<file path="src/rtl/exec_seq_pkg.sv">
`default_nettype none
// ============================================================================
//  Module   : exec_seq_pkg
//  Purpose  : Shared types and constants for the fetch/execute sequencer:
//             FSM state encoding, opcode constants and the halt marker.
//  Ports    : (package, no ports)
//  Revision : 1.0 - initial release
// ============================================================================
package exec_seq_pkg;

  typedef enum logic [2:0] {
    ST_IDLE     = 3'd0,
    ST_FETCH    = 3'd1,
    ST_EXEC     = 3'd2,
    ST_EXEC_MEM = 3'd3,
    ST_HALT     = 3'd4,
    ST_FAULT    = 3'd5
  } seq_state_t;

  localparam logic [3:0] OP_LDI   = 4'b1000;
  localparam logic [3:0] OP_LD    = 4'b1001;
  localparam logic [3:0] OP_ST    = 4'b1010;
  localparam logic [3:0] OP_CALL  = 4'b1101;
  localparam logic [3:0] OP_JMP   = 4'b1110;
  localparam logic [3:0] OP_EOE   = 4'b1111;
  localparam logic [3:0] EOE_HALT = 4'hF;

  // Load and store are the only opcodes that need a memory phase in EXEC.
  function automatic logic is_mem_op(input logic [3:0] op);
    return (op == OP_LD) || (op == OP_ST);
  endfunction

endpackage
`default_nettype wire

</file>
<file path="src/rtl/exec_sequencer_return_stack.sv">
`default_nettype none
// ============================================================================
//  Module   : return_stack
//  Purpose  : Hardware return-address stack (LIFO) with combinational top.
//  Ports    : clk, rst_n     - clock, synchronous active-low reset
//             i_clr          - synchronous clear (empties, zeroes entries)
//             i_push, i_pop  - push i_din / pop top (never both at once)
//             i_din          - address to push
//             o_top          - top entry, 0 when empty
//             o_full,o_empty - occupancy flags
//  Revision : 1.0 - initial release
// ============================================================================
module return_stack
  import exec_seq_pkg::*;
#(
  parameter int PC_W        = 8,
  parameter int STACK_DEPTH = 4
) (
  input  logic            clk,
  input  logic            rst_n,
  input  logic            i_clr,
  input  logic            i_push,
  input  logic            i_pop,
  input  logic [PC_W-1:0] i_din,
  output logic [PC_W-1:0] o_top,
  output logic            o_full,
  output logic            o_empty
);

  localparam int PTR_W = $clog2(STACK_DEPTH);

  // One extra pointer bit distinguishes full from empty.
  logic [PTR_W:0]   r_ptr;
  logic [PC_W-1:0]  r_mem [STACK_DEPTH];
  logic [PTR_W-1:0] w_top_idx;

  assign o_empty   = (r_ptr == '0);
  assign o_full    = (r_ptr == (PTR_W+1)'(STACK_DEPTH));
  assign w_top_idx = r_ptr[PTR_W-1:0] - PTR_W'(1);
  assign o_top     = o_empty ? '0 : r_mem[w_top_idx];

  always_ff @(posedge clk) begin
    if (!rst_n || i_clr) begin
      r_ptr <= '0;
      for (int i = 0; i < STACK_DEPTH; i++) begin
        r_mem[i] <= '0;
      end
    end else if (i_push && !o_full) begin
      r_mem[r_ptr[PTR_W-1:0]] <= i_din;
      r_ptr                   <= r_ptr + (PTR_W+1)'(1);
    end else if (i_pop && !o_empty) begin
      r_ptr <= r_ptr - (PTR_W+1)'(1);
    end
  end

endmodule
`default_nettype wire

</file>
<file path="src/rtl/exec_sequencer.sv">
`default_nettype none
// ============================================================================
//  Module   : exec_sequencer
//  Purpose  : Multi-cycle fetch/execute sequencer with memory handshake,
//             request timeout, return-address stack and retire counter.
//  Ports    : clk, rst_n      - clock, synchronous active-low reset
//             i_start         - begin execution (IDLE/HALT only)
//             i_opcode, i_eoe - instruction opcode and end-of-exec field
//             i_pc            - current PC (call pushes i_pc+1)
//             i_mem_ready     - memory completes request this cycle
//             o_state         - 0 fetch / 1 execute, to control decoder
//             o_cpu_en        - one-cycle commit strobe
//             o_mem_req       - memory request, held until ready
//             o_ret_addr      - top of return stack (0 when empty)
//             o_halted, o_fault, o_busy - status
//             o_instr_count   - retired instructions, saturating
//  Revision : 1.0 - initial release
// ============================================================================
module exec_sequencer
  import exec_seq_pkg::*;
#(
  parameter int PC_W        = 8,
  parameter int STACK_DEPTH = 4,
  parameter int MEM_TIMEOUT = 15
) (
  input  logic            clk,
  input  logic            rst_n,
  input  logic            i_start,
  input  logic [3:0]      i_opcode,
  input  logic [3:0]      i_eoe,
  input  logic [PC_W-1:0] i_pc,
  input  logic            i_mem_ready,
  output logic            o_state,
  output logic            o_cpu_en,
  output logic            o_mem_req,
  output logic [PC_W-1:0] o_ret_addr,
  output logic            o_halted,
  output logic            o_fault,
  output logic            o_busy,
  output logic [15:0]     o_instr_count
);

  localparam int TMO_W = $clog2(MEM_TIMEOUT + 1);

  seq_state_t       r_state;
  seq_state_t       w_state_next;
  logic [TMO_W-1:0] r_tmo_cnt;
  logic [15:0]      r_instr_count;
  logic             w_tmo_last;
  logic             w_push;
  logic             w_pop;
  logic             w_clr;
  logic             w_full;
  logic             w_empty;
  logic             w_retire;

  return_stack #(
    .PC_W        (PC_W),
    .STACK_DEPTH (STACK_DEPTH)
  ) u_return_stack (
    .clk     (clk),
    .rst_n   (rst_n),
    .i_clr   (w_clr),
    .i_push  (w_push),
    .i_pop   (w_pop),
    .i_din   (i_pc + PC_W'(1)),
    .o_top   (o_ret_addr),
    .o_full  (w_full),
    .o_empty (w_empty)
  );

  // Last permitted request cycle; a ready in this same cycle still wins.
  assign w_tmo_last = (r_tmo_cnt == TMO_W'(MEM_TIMEOUT - 1));

  always_comb begin
    w_state_next = r_state;
    o_state      = 1'b0;
    o_cpu_en     = 1'b0;
    o_mem_req    = 1'b0;
    o_halted     = 1'b0;
    o_fault      = 1'b0;
    o_busy       = 1'b0;
    w_push       = 1'b0;
    w_pop        = 1'b0;
    w_clr        = 1'b0;
    case (r_state)
      ST_IDLE: begin
        if (i_start) w_state_next = ST_FETCH;
      end
      ST_FETCH: begin
        o_busy    = 1'b1;
        o_mem_req = 1'b1;
        if (i_mem_ready) begin
          o_cpu_en     = 1'b1;
          w_state_next = ST_EXEC;
        end else if (w_tmo_last) begin
          w_state_next = ST_FAULT;
        end
      end
      ST_EXEC: begin
        o_state = 1'b1;
        o_busy  = 1'b1;
        if (is_mem_op(i_opcode)) begin
          o_mem_req = 1'b1;
          if (i_mem_ready) begin
            o_cpu_en     = 1'b1;
            w_state_next = ST_FETCH;
          end else begin
            w_state_next = ST_EXEC_MEM;
          end
        end else if (i_opcode == OP_CALL) begin
          if (w_full) begin
            w_state_next = ST_FAULT;
          end else begin
            w_push       = 1'b1;
            o_cpu_en     = 1'b1;
            w_state_next = ST_FETCH;
          end
        end else if (i_opcode == OP_EOE) begin
          if (i_eoe == EOE_HALT) begin
            w_state_next = ST_HALT;
          end else if (w_empty) begin
            w_state_next = ST_FAULT;
          end else begin
            w_pop        = 1'b1;
            o_cpu_en     = 1'b1;
            w_state_next = ST_FETCH;
          end
        end else begin
          o_cpu_en     = 1'b1;
          w_state_next = ST_FETCH;
        end
      end
      ST_EXEC_MEM: begin
        o_state   = 1'b1;
        o_busy    = 1'b1;
        o_mem_req = 1'b1;
        if (i_mem_ready) begin
          o_cpu_en     = 1'b1;
          w_state_next = ST_FETCH;
        end else if (w_tmo_last) begin
          w_state_next = ST_FAULT;
        end
      end
      ST_HALT: begin
        o_halted = 1'b1;
        if (i_start) begin
          w_clr        = 1'b1;
          w_state_next = ST_FETCH;
        end
      end
      ST_FAULT: begin
        o_fault = 1'b1;
      end
      default: begin
        w_state_next = ST_IDLE;
      end
    endcase
  end

  // Only execute-phase commits retire an instruction; the fetch commit
  // merely loads IR.
  assign w_retire = o_cpu_en && ((r_state == ST_EXEC) || (r_state == ST_EXEC_MEM));

  always_ff @(posedge clk) begin
    if (!rst_n) begin
      r_state       <= ST_IDLE;
      r_tmo_cnt     <= '0;
      r_instr_count <= '0;
    end else begin
      r_state <= w_state_next;
      // Every state change starts a fresh request window; FETCH and
      // EXEC_MEM are only ever entered from a different state.
      if (w_state_next != r_state) begin
        r_tmo_cnt <= '0;
      end else if (o_mem_req) begin
        r_tmo_cnt <= r_tmo_cnt + TMO_W'(1);
      end
      if (w_retire && (r_instr_count != 16'hFFFF)) begin
        r_instr_count <= r_instr_count + 16'd1;
      end
    end
  end

  assign o_instr_count = r_instr_count;

endmodule
`default_nettype wire

</file>
<file path="config.mk">
export PLATFORM = sky130hd
export DESIGN_NAME = exec_sequencer
export DESIGN_NICKNAME = d
export VERILOG_FILES = /design/src/rtl/exec_seq_pkg.sv /design/src/rtl/exec_sequencer_return_stack.sv /design/src/rtl/exec_sequencer.sv
export SDC_FILE = /design/constraint.sdc
export NUM_CORES = 1
export LEC_CHECK = 0
export ABC_CLOCK_PERIOD_IN_PS = 4500
export BUFFER_PORTS_ARGS = -buffer_cell sky130_fd_sc_hd__buf_2
export CAP_MARGIN = 30
export CORE_ASPECT_RATIO = 0.6
export CORE_MARGIN = 5
export CORE_UTILIZATION = 50
export DETAILED_ROUTE_END_ITERATION = 10
export PLACE_DENSITY = 0.83
export SLEW_MARGIN = 15
export SYNTH_ARGS = -nofsm -noshare
export SYNTH_HDL_FRONTEND = slang
export SYNTH_SLANG_ARGS = --single-unit
</file>
<file path="constraint.sdc">
create_clock -name clk -period 4.5 [get_ports clk]
set_clock_uncertainty 0.05 [all_clocks]
set_input_delay 0.225 -clock clk [delete_from_list [all_inputs] [get_ports clk]]
set_output_delay 0.225 -clock clk [all_outputs]
set_load 0.05 [all_outputs]
</file>
==> impl_metrics.yaml <==
cts:
  clock_sink_count: 58
  cts_max_path_buffers: 2
  clk_pin_slew_ns: 0.07
  clock_latency_ns: 0.35
  ctsResizeCount: 0
  cts_tree: "built"
  cts_setup_buffers: 0
  postCtsHoldBufs: 0
  cts_made_buffers: 9
  htreeDepth: 3
  ctsRootBufferMaster: "clkbuf_8"
run_status:
  status: "complete, no violations"
worst_setup_path:
  worst_path_max_delay_cell: "dfxtp_1"
  critPathMaxStageDelay_ns: 0.74
  endpoint_kind: "flip-flop"
  start_kind: "flip-flop"
  cp_data_arrival_time_ns: 3.05
  cp_cell_sequence: "inv_1 -> ha_1 -> a21oi_1 -> nand3_1 -> or3_1 -> nand2_1"
  required_ns: 4.46
  critical_path_class: "flip-flop to flip-flop"
  cp_max_fo: 12
timing:
  fin_crit_ns: 3.09
  max_freq_mhz: 324
  drv_slew: 0
  setup_slack_ns: 1.41
  setup_tns_ns: 0
  finalCritPeriodShare: 0.687
  finalHoldWorstSlack_ns: 0.184
  relSlewSlack: 0.566
  rsz0062_at_grt: "no"
  finalSetupViolCount: 0
  worst_pin_slew_ns: 0.650
  finalHoldViolations: 0
run:
  max_cap_violations: 0
floorplan:
  io_pins: 50
  placementRows: 22
  die_h_um: 71.4
  core_area_um2: 6110
  die_w_um: 112
  dieArea_um2: 8010
  start_util: 0.514
synth:
  synthesis.area_um2: 3140
  synthCells: 310
  syn_nets: 336
  ys.flop_type: "edfxtp_1"
  async_reset_ff_frac: 0
  ys_warn_count: 0
  ys_ff_latch: 58
  synth_edf_count: 32
  synth.avg_cell_area_um2: 10.1
  yosysUniqueCellTypes: 47
  ys_seq_area_frac: 0.472
global_routing:
  grt_start_max_net_pins: 27
  grt_pass1_wl_mm: 12.6
  grt_antenna_before_repair: 0
  grt_pass1_vias: 2476
  overflow: 0
  grtUsageTotal: 0.198
drt:
  drtIter0Drc: 348
  dr.pass1.iters: 5
  routed_wl_mm: 7.73
  num_vias: 2621
  drcViolationCount: 0
  wl_per_cell_um: 17.4
  vias_per_cell: 5.92
  ant_nets: 0
placement:
  port_buffers: 49
  hpwl_mm: 5.68
  routabilityCongestion: 0.918
  post-place-ws_ns: 1.44
hold_path:
  hp-class: "input port to flip-flop"
finish:
  n_fill_cell: 536
  antenna_cells: 0
  area_growth_pct: 15.6
  nNetsFinal: 380
  final_layout_size_suffix_gt1_frac: 0.226
power:
  ir_drop_mv: 0.214
  powerDensity_nw_per_um2: 350
  total_leakage_power_uw: 0.00140
  power_uw: 1270
-- per-layer routing --
| metal | track usage | vias to the layer above | part of all wire |
|---|---|---|---|
| met5 | 0 | - | 0 |
| met4 | 0.0520 | 0 | 0.012 |
| met3 | 0.0633 | 14 | 0.093 |
| met2 | 0.293 | 122 | 0.45 |
| met1 | 0.282 | 1259 | 0.45 |
| li1 | - | 1226 | - |
-- sequential cells by signal, indices dropped and copies added (netlist names) --
register,flops
u_return_stack.r_mem,32
o_instr_count,16
r_tmo_cnt,4
r_state,3
u_return_stack.r_ptr,3
-- critical path: cells and delay by family (launching register included) --
kind,cells,cell delay (ns)
AOI/OAI and AO/OA,1,0.21
adders and majority gates,1,0.32
buffers and inverters,1,0.22
DFF,1,0.74
and+or+nand+nor,3,1.22
-- final cells by class --
cell class	count	area, um2	area share
Inverter	10	37.5	0.0103
Timing Repair Buffer	51	258	0.0710
Tap cell	84	105	0.0290
Sequential cell	58	1480	0.408
Multi-Input combinational cell	224	1510	0.415
Clock inverter	3	40.0	0.0110
Clock buffer	13	201	0.0555
-- power by group --
part / total (uW) / leakage [uW] / internal [uW] / switching [uW]
Combinational: 122 / 0.000732 / 38.3 / 84.1
Sequential: 586 / 0.000540 / 571 / 14.7
Clock: 563 / 0.000126 / 351 / 212
Total: 1270 / 0.00140 / 961 / 311
-- cells by family (layout without fill, tap and decap cells) --
family	after synthesis	after routing	share of synthesized area
xor gates and xnor gates	13	13	0.0363
adders and majority gates	6	6	0.0263
muxes	11	11	0.0670
and+or+nand+nor	139	139	0.232
buffers and inverters	28	77	0.0482
AOI/OAI and AO/OA	55	55	0.118
DFF	58	58	0.472
-- final timing paths --
kind / start / slack [ns] / depth (start not counted) / end
worst max-delay path: u_return_stack.r_ptr[0] / 1.41 / 6 / u_return_stack.r_mem[0][2]
worst min-delay path: rst_n / 0.18 / 3 / o_instr_count[5]
worst max register to register: u_return_stack.r_ptr[0] / 1.41 / 6 / u_return_stack.r_mem[0][2]
worst min register to register: o_instr_count[5] / 0.44 / 2 / o_instr_count[5]
-- synthesized netlist by cell type, types with 4 or more instances --
cell type  instances  area share
or3_1              5       0.010
ha_1               5       0.020
and3_1             6       0.012
o31ai_1           11       0.026
nor2b_1           10       0.020
nor2_1            48       0.057
nand3_1           18       0.029
a211oi_1           4      0.0096
xor2_1             5       0.014
o21ai_0            7       0.011
inv_1             10       0.012
buf_2              7       0.011
buf_6              5       0.018
nand2_1           16       0.019
mux4_2             8       0.057
or4_1              9       0.022
clkbuf_1           6      0.0072
nand2b_1           8       0.016
edfxtp_1          32        0.31
dfxtp_1           26        0.17
a21oi_1           18       0.029
xnor2_1            8       0.022
-- through the flow --
| step | utilization | instances | area [um2] |
|---|---|---|---|
| after floorplan | - | 310 | 3140 |
| after global placement | 0.553 | 426 | 3380 |
| after detailed placement | 0.554 | 427 | 3390 |
| after CTS | 0.594 | 443 | 3630 |
| after global routing | 0.594 | 443 | 3630 |
| final | 0.594 | 443 | 3630 |
-- cells in the final DEF, fill, tap and decap left out, types with 4 or more instances in the layout --
cell type and instances:
mux4_2 8, buf_2 50, dfxtp_1 26, a211oi_1 4
edfxtp_1 32, xnor2_1 8, o21ai_0 7, and3_1 6
inv_1 10, o31ai_1 11, xor2_1 5, clkbuf_8 11
or3_1 5, nand3_1 18, nand2b_1 8, nor2_1 48
nor2b_1 10, nand2_1 16, ha_1 5, a21oi_1 18
or4_1 9
(Power assumes the default switching activity.)
